### src/rtl/arb_pkg.sv
// Shared types and default sizes for the arbiter request stage and its benches.
//   NUM_REQ_DEF  : default number of clients
//   LEN_W_DEF    : default burst length field width
//   TIMEOUT_DEF  : default ungranted cycles before starvation is flagged
//   req_state_t  : per-channel request FSM state
package arb_pkg;

    localparam int unsigned NUM_REQ_DEF = 2;
    localparam int unsigned LEN_W_DEF   = 4;
    localparam int unsigned TIMEOUT_DEF = 16;

    typedef enum logic [1:0] {
        IDLE = 2'd0,
        REQ  = 2'd1,
        XFER = 2'd2,
        DONE = 2'd3
    } req_state_t;

endpackage

### src/rtl/arb_req_chan.sv
// One client channel of the arbiter request stage: burst FSM, remaining-beat
// counter and starvation watchdog.
//   clk, rst_n : clock, async active-low reset
//   start      : command strobe, taken only in IDLE with nonzero len
//   len        : burst length in beats
//   grant      : registered grant from the arbiter
//   ready      : channel idle
//   request    : request to the arbiter (REQ/XFER)
//   beat       : one beat transferred this cycle
//   done       : one-cycle completion pulse
//   starve     : sticky, waited TIMEOUT ungranted cycles; cleared by next start
module arb_req_chan
    import arb_pkg::*;
#(
    parameter int unsigned LEN_W   = LEN_W_DEF,
    parameter int unsigned TIMEOUT = TIMEOUT_DEF
) (
    input  logic             clk,
    input  logic             rst_n,
    input  logic             start,
    input  logic [LEN_W-1:0] len,
    input  logic             grant,
    output logic             ready,
    output logic             request,
    output logic             beat,
    output logic             done,
    output logic             starve
);

    localparam int unsigned WAIT_W = $clog2(TIMEOUT + 1);

    req_state_t        state_q, state_d;
    logic [LEN_W-1:0]  rem_q, rem_d;
    logic [WAIT_W-1:0] wcnt_q, wcnt_d;
    logic              starve_q, starve_d;

    // State and counter registers
    always_ff @(posedge clk or negedge rst_n) begin
        if (!rst_n) begin
            state_q  <= IDLE;
            rem_q    <= '0;
            wcnt_q   <= '0;
            starve_q <= 1'b0;
        end else begin
            state_q  <= state_d;
            rem_q    <= rem_d;
            wcnt_q   <= wcnt_d;
            starve_q <= starve_d;
        end
    end

    // Next-state, beat counting and watchdog update
    always_comb begin
        state_d  = state_q;
        rem_d    = rem_q;
        wcnt_d   = wcnt_q;
        starve_d = starve_q;
        case (state_q)
            IDLE: begin
                if (start && (len != '0)) begin
                    state_d  = REQ;
                    rem_d    = len;
                    wcnt_d   = '0;
                    starve_d = 1'b0;
                end
            end
            REQ, XFER: begin
                if (grant) begin
                    // rem is at least 1 here, so it cannot underflow
                    rem_d   = rem_q - LEN_W'(1);
                    wcnt_d  = '0;
                    state_d = (rem_q == LEN_W'(1)) ? DONE : XFER;
                end else begin
                    if (wcnt_q != WAIT_W'(TIMEOUT)) begin
                        wcnt_d = wcnt_q + WAIT_W'(1);
                    end
                    if (wcnt_d == WAIT_W'(TIMEOUT)) begin
                        starve_d = 1'b1;
                    end
                end
            end
            DONE: begin
                state_d = IDLE;
            end
            default: begin
                state_d = IDLE;
            end
        endcase
    end

    // Outputs decoded from registered state; beat also gated by the live grant
    assign ready   = (state_q == IDLE);
    assign request = (state_q == REQ) || (state_q == XFER);
    assign done    = (state_q == DONE);
    assign beat    = request && grant;
    assign starve  = starve_q;

endmodule

### src/rtl/arb_req_ctrl.sv
// Upstream request stage for the two-way priority arbiter. Holds each client's
// request until its burst has received len granted beats, reports completion
// and flags starvation.
//   clk, rst_n : clock, async active-low reset
//   start      : per-client command strobe (accepted when ready[i])
//   len        : per-client burst length, slice i = len[i*LEN_W +: LEN_W]
//   ready      : client idle
//   request    : arbiter request vector
//   grant      : arbiter grant vector (registered in the arbiter)
//   beat       : beat i transferred this cycle
//   done       : one-cycle burst-complete pulse
//   starve     : sticky starvation flag per client
module arb_req_ctrl
    import arb_pkg::*;
#(
    parameter int unsigned NUM_REQ = NUM_REQ_DEF,
    parameter int unsigned LEN_W   = LEN_W_DEF,
    parameter int unsigned TIMEOUT = TIMEOUT_DEF
) (
    input  logic                     clk,
    input  logic                     rst_n,
    input  logic [NUM_REQ-1:0]       start,
    input  logic [NUM_REQ*LEN_W-1:0] len,
    output logic [NUM_REQ-1:0]       ready,
    output logic [NUM_REQ-1:0]       request,
    input  logic [NUM_REQ-1:0]       grant,
    output logic [NUM_REQ-1:0]       beat,
    output logic [NUM_REQ-1:0]       done,
    output logic [NUM_REQ-1:0]       starve
);

    // One independent channel per client
    for (genvar i = 0; i < NUM_REQ; i++) begin : g_chan
        arb_req_chan #(
            .LEN_W   (LEN_W),
            .TIMEOUT (TIMEOUT)
        ) u_chan (
            .clk     (clk),
            .rst_n   (rst_n),
            .start   (start[i]),
            .len     (len[i*LEN_W +: LEN_W]),
            .grant   (grant[i]),
            .ready   (ready[i]),
            .request (request[i]),
            .beat    (beat[i]),
            .done    (done[i]),
            .starve  (starve[i])
        );
    end

endmodule
### config.mk
export PLATFORM = sky130hd
export DESIGN_NAME = arb_req_ctrl
export DESIGN_NICKNAME = d
export VERILOG_FILES = /design/src/rtl/arb_pkg.sv /design/src/rtl/arb_req_chan.sv /design/src/rtl/arb_req_ctrl.sv
export SDC_FILE = /design/constraint.sdc
export NUM_CORES = 1
export LEC_CHECK = 0
export BUFFER_PORTS_ARGS = -buffer_cell sky130_fd_sc_hd__clkbuf_2
export CAP_MARGIN = 10
export CELL_PAD_IN_SITES_DETAIL_PLACEMENT = 0
export CELL_PAD_IN_SITES_GLOBAL_PLACEMENT = 1
export CORE_MARGIN = 2
export CORE_UTILIZATION = 47
export CTS_CLUSTER_DIAMETER = 120
export DETAILED_ROUTE_END_ITERATION = 16
export PLACE_DENSITY_LB_ADDON = 0.05
export SYNTH_ARGS = -nofsm -noshare
export SYNTH_HDL_FRONTEND = slang
export SYNTH_HIERARCHICAL = 1
export SYNTH_SLANG_ARGS = --single-unit
### constraint.sdc
create_clock -name clk -period 3.3 [get_ports clk]
set_input_delay 0.165 -clock clk [delete_from_list [all_inputs] [get_ports clk]]
set_output_delay 0.165 -clock clk [all_outputs]
set_load 0.05 [all_outputs]
* Word level (Yosys, flattened, before mapping)
Index checks and enable logic that the tools add are counted.
W data, S select, Z words.
** Cells by class
- Reduce and logical (&&, ||, !) cells :: 22
- Multiplexer cells :: 34
- Equal/unequal tests :: 20
- $add $sub $neg :: 4
** Operator list (count)
- $mux W5 :: 10
- $pmux W5 S2 :: 2
- $mux W4 :: 4
- $pmux W4 S2 :: 2
- $ne A2 B2 Y1 const B :: 6
- $pmux W2 S3 :: 2
- $add A5 B1 Y5 const B :: 2
- $eq A5 B5 Y1 const B :: 2
- $ne A5 B5 Y1 const B :: 2
- $eq A2 B2 Y1 const B :: 4
- $eq A4 B1 Y1 const B :: 2
- $mux W1 :: 8
- $mux W2 :: 4
- $reduce_and A2 Y1 :: 4
- $reduce_and A4 Y1 :: 2
- $reduce_bool A4 Y1 :: 2
- $sub A4 B1 Y4 const B :: 2
- $reduce_and A3 Y1 :: 2
- $eq A2 B1 Y1 const B :: 2
- $logic_and A1 B1 Y1 :: 4
- $logic_not A2 Y1 :: 2
- $ne A2 B1 Y1 const B :: 2
- $pmux W1 S2 :: 2
- $reduce_bool A2 Y1 :: 2
- 2 further kinds :: 4
** Storage, ports and cells
- Input port bits :: 14
- Output and inout port bits :: 10
- Register bits after elaboration :: 24

* Longest topological paths before layout
- Depth after elaboration :: 8
- Depth in mapped cells :: 7
- Depth with buffers taken out :: 6

* Modules after synthesis
The synthesis kept the hierarchy.
** Modules (own cells, without submodules)
- arb_req_chan at g_chan[0].u_chan :: seq. area each 300.3 um^2, area each 909.6 um^2, cells an instance 104, instances 1
- arb_req_chan at g_chan[1].u_chan :: seq. area each 300.3 um^2, area each 819.5 um^2, cells an instance 90, instances 1

* Worst setup path after synthesis
Ideal clock, no wire load.
- Path type :: reg2reg
- Start point :: register g_chan[1].u_chan.state_q[0]
- End point :: register g_chan[1].u_chan.starve_q
- Arrival :: 1955 ps
- Setup time :: 66 ps
- Stages on the path, launching flop included :: 7
- Buffers on the path :: 0
- Path slack :: 1279 ps
- Clock period less this slack :: 2021 ps
- Path through :: dfrtp_1 inv_1 ha_1 inv_1 mux2_2 a2111oi_2 o221a_2
** Between the ends
- Word-level cells in the longest chain between the ends :: 4
- Elaborated cells between the ends (all ways) :: 10
- Those cells by class :: eq/ne (5); mux (1); reduce/logical (4)
** RTL lines
- start: declaration :: RTL line arb_req_chan.sv:32 : req_state_t state_q, state_d;
- start signal: assignment :: RTL line arb_req_chan.sv:45 : state_q <= state_d;
- $eq A2 B2 Y1 / $eq A2 B1 Y1 (equally long branches) :: RTL line arb_req_chan.sv:58 : case (state_q)
- $reduce_or A2 Y1 :: RTL line arb_req_chan.sv:58
- $ne A2 B1 Y1 (no source line) (tied with other cells)
- $reduce_and A4 Y1 (no source line)
- end signal: assignment :: RTL line arb_req_chan.sv:48 : starve_q <= starve_d;
- end: declaration :: RTL line arb_req_chan.sv:35 : logic starve_q, starve_d;
Several ways; a longest one is shown, not always the timed one.
A chain may end at the register's enable or synchronous reset.

* Worst setup path in the final report
Same ends and word-level chain as after synthesis.

==> metrics.csv <==
stage,metric,value,unit
worst_setup_path,max_stage_delay,0.54,ns
route,drt_iter0_markers,94,
sta,finalSetupViolCount,0,
clocking,cts_buffer_depth,2,
power,vdd_drop_max,0.913,mV
status,status,"finished, final reports clean",
logic_synthesis,synth_fp_nets,220,
power,leakage,0.848,nW
grt,antenna_found_initial,0,
route,post_drt_wl_per_cell,14.0,um
worst_setup_path,cp.arrival,2.31,ns
logic_synthesis,synth_cells,194,
logic_synthesis,ys_types,52,
place,hpwl,2760,um
worst_setup_path,crit_type,reg2reg,
power,power_density,1010,mW/mm2
clocking,clkSlewWorstSetupHoldPaths,0.09,ns
floorplan,start_util,48.0,%
clocking,cts.sinks,24,
grt,grt_first_pass_wirelength,6520,um
finish,drive_above_1_share,18.1,%
logic_synthesis,yosysSeqAreaShare,34.7,%
logic_synthesis,yosys_warnings,6,
route,drc,0,
floorplan,die_height,64.7,um
worst_setup_path,crit_chain,inv_1 -> ha_1 -> inv_1 -> mux2_2 -> a2111oi_2 -> o221a_2,
worst_setup_path,critPathMaxFanout,14,
logic_synthesis,yosys-top-cells-count,"dfrtp_1, o21ai_0, nand2_1, inv_1, ha_1",
route,firstDrtPassIters,4,
clocking,clk_latency,0.27,ns
worst_setup_path,r2r-end,g_chan[1].u_chan/starve,
route,num_vias,1522,
route,wl,3670,um
grt,grt_pass1_vias,1428,
job,max_cap_viol_count,0,
place,placed_area,0.00186,mm2
sta,rsz0062_at_grt,false,
floorplan,core,0.00361,mm2
place,port_buffers,23,
sta,timing.fmax,476,MHz
worst_setup_path,crit_slowest_cell,ha_1,
worst_setup_path,cp.required,3.51,ns
route,antenna_left,0,
clocking,htreeDepth,1,
clocking,cts_tree,yes,
logic_synthesis,ys_seq_elements,24,
finish,design_area,0.00193,mm2
sta,skew,0.00443,ns
worst_setup_path,worstRegToRegCells,6,
grt,grt_start_max_net_pins,25,
grt,overflow,0,
floorplan,die_area,0.00418,mm2
worst_setup_path,endpoint_kind,flip-flop,
worst_setup_path,start_kind,flip-flop,
logic_synthesis,synth_top_cell_by_area,dfrtp_1,
logic_synthesis,synth-edff-count,0,
sta,fin_crit_sh,63.7,%
worst_setup_path,r2r_start,g_chan[1].u_chan/state_q[0],
sta,relSlewSlack,54.6,%
logic_synthesis,yosys-top-cells-area,"dfrtp_1, ha_1, o21ai_0, a21oi_1, nand2_1",
logic_synthesis,syn_area_per_cell,8.91,um2
finish,final_net_count,242,
floorplan,placementRows,22,
floorplan,dieWidth,64.7,um
sta,post-route-min-period,2.10,ns
route,via_per_inst,5.79,
sta,tns,0,ns
sta,tightest_slew,0.672,ns
worst_setup_path,reg2reg_slack,1.20,ns
floorplan,pin_count,24,
logic_synthesis,synthFlopType,dfrtp_1,
hold_path,hold_start,len[4],
sta,hold_viol,0,
finish,syn_to_final_growth,11.4,%
logic_synthesis,synth_area,0.00173,mm2
worst_setup_path,crit_top_cell,inv_1,
logic_synthesis,synthArstFlopShare,100,%
place,pre_cts_slack,1.24,ns
hold_path,hold_depth,3,
place,gp_congestion,0.868,
sta,timing.hold.ws,0.177,ns
clocking,cts-root-buf,clkbuf_8,
clocking,cts_inserted_buffers,3,
hold_path,holdPathEnd,g_chan[1].u_chan/rem_q[0],
hold_path,hold_class,in2reg,
grt,gr-usage-all-layers,19.6,%
sta,maxSlewViolCount,0,
logic_synthesis,yosysMostFrequentCell,dfrtp_1,
sta,setup_ws,1.20,ns
logic_synthesis,synth.top_cell.area_share,34.7,%
finish,antenna_cells,0,
power,p_total,0.00194,W
==> repair_timing <==
item,4_1_cts,5_1_grt
hold buffers,1,0
resized for setup,0,0
endpoints found under the hold margin,24,0
buffers inserted,0,0
==> layout by cell type, fill, tap and decap left out, types with 2 or more instances in the layout <==
| master | n |
|---|---|
| o211ai_1 | 4 |
| a31oi_1 | 3 |
| nor3_1 | 7 |
| mux2i_1 | 2 |
| and2_1 | 2 |
| clkbuf_8 | 4 |
| nor2_1 | 11 |
| or3_1 | 2 |
| dfrtp_1 | 24 |
| and3_1 | 2 |
| a32o_1 | 2 |
| nand3b_1 | 4 |
| nand3_1 | 8 |
| nand2b_1 | 6 |
| o22ai_1 | 2 |
| o21ai_0 | 17 |
| nor2b_1 | 4 |
| nor4bb_1 | 2 |
| xnor2_1 | 4 |
| nor4b_1 | 2 |
| a32oi_1 | 2 |
| clkbuf_2 | 23 |
| a211oi_1 | 2 |
| nand2_1 | 14 |
| inv_1 | 13 |
| a21oi_1 | 11 |
| ha_1 | 12 |
| nand4_1 | 2 |
==> metal layers <==
metal | wire (um) | global-route usage (%) | share of wire [%]
met2 | 1750 | 32.7 | 48
met4 | 37 | 6.91 | 1.0
met5 | 0 | 0 | 0
met3 | 127 | 2.95 | 3.5
met1 | 1750 | 26.1 | 48
==> metrics by stage <==
| stage | std cells | util [%] |
|---|---|---|
| 2_1_floorplan | 194 | - |
| 5_1_grt | 263 | 53.4 |
| 6_report | 263 | 53.4 |
| 3_3_place_gp | 258 | 51.6 |
| 4_1_cts | 263 | 53.4 |
| 3_5_place_dp | 258 | 51.6 |
==> power breakdown <==
part	leakage, nW	internal [W]	switching (W)
Sequential	0.305	0.000399	0.0000965
Clock	0.0288	0.000107	0.0000943
Combinational	0.515	0.000416	0.000824
Total	0.848	0.000921	0.00101
==> worst max-delay path: cells and delay by family, from the launching register on <==
| kind | cells | cell delay [ns] |
|---|---|---|
| muxes | 1 | 0.39 |
| AOI/OAI and AO/OA | 2 | 0.47 |
| adders and majority gates | 1 | 0.54 |
| buffers and inverters | 2 | 0.26 |
| DFF | 1 | 0.40 |
==> worst max path at each step <==
stage,startpoint,end,slack (ns)
after floorplan,g_chan[1].u_chan/state_q[0],g_chan[1].u_chan/starve,1.28
after global placement,g_chan[1].u_chan/state_q[0],g_chan[1].u_chan/rem_q[0],1.30
after detailed placement,g_chan[1].u_chan/state_q[0],g_chan[1].u_chan/rem_q[0],1.24
after CTS,g_chan[1].u_chan/state_q[0],g_chan[1].u_chan/starve,1.22
after global routing,g_chan[1].u_chan/state_q[0],g_chan[1].u_chan/starve,1.01
final,g_chan[1].u_chan/state_q[0],g_chan[1].u_chan/starve,1.20
==> area by class of cell <==
type,count,area [um2]
repair buffers,24,125
flip-flops and latches,24,601
inverters,13,48.8
well taps,48,60.1
multi-input cells,150,1040
fillers,355,1680
clock buffers,4,55.1
==> kinds of logic (layout without fill, tap and decap cells) <==
kind of cell	Yosys count	count (layout)	synth area share, %
buffers and inverters	20	41	5.35
DFF	24	24	34.7
xor gates and xnor gates	4	4	2.03
adders and majority gates	12	12	8.68
AOI/OAI and AO/OA	58	58	23.7
and+or+nand+nor	73	73	23.7
muxes	3	3	1.81
==> state kept, by name (all words and copies together), names as in the netlist <==
name / count
g_chan.u_chan/wcnt_q: 10
g_chan.u_chan/starve: 2
g_chan.u_chan/rem_q: 8
g_chan.u_chan/state_q: 4
(Power assumes the default switching activity.)
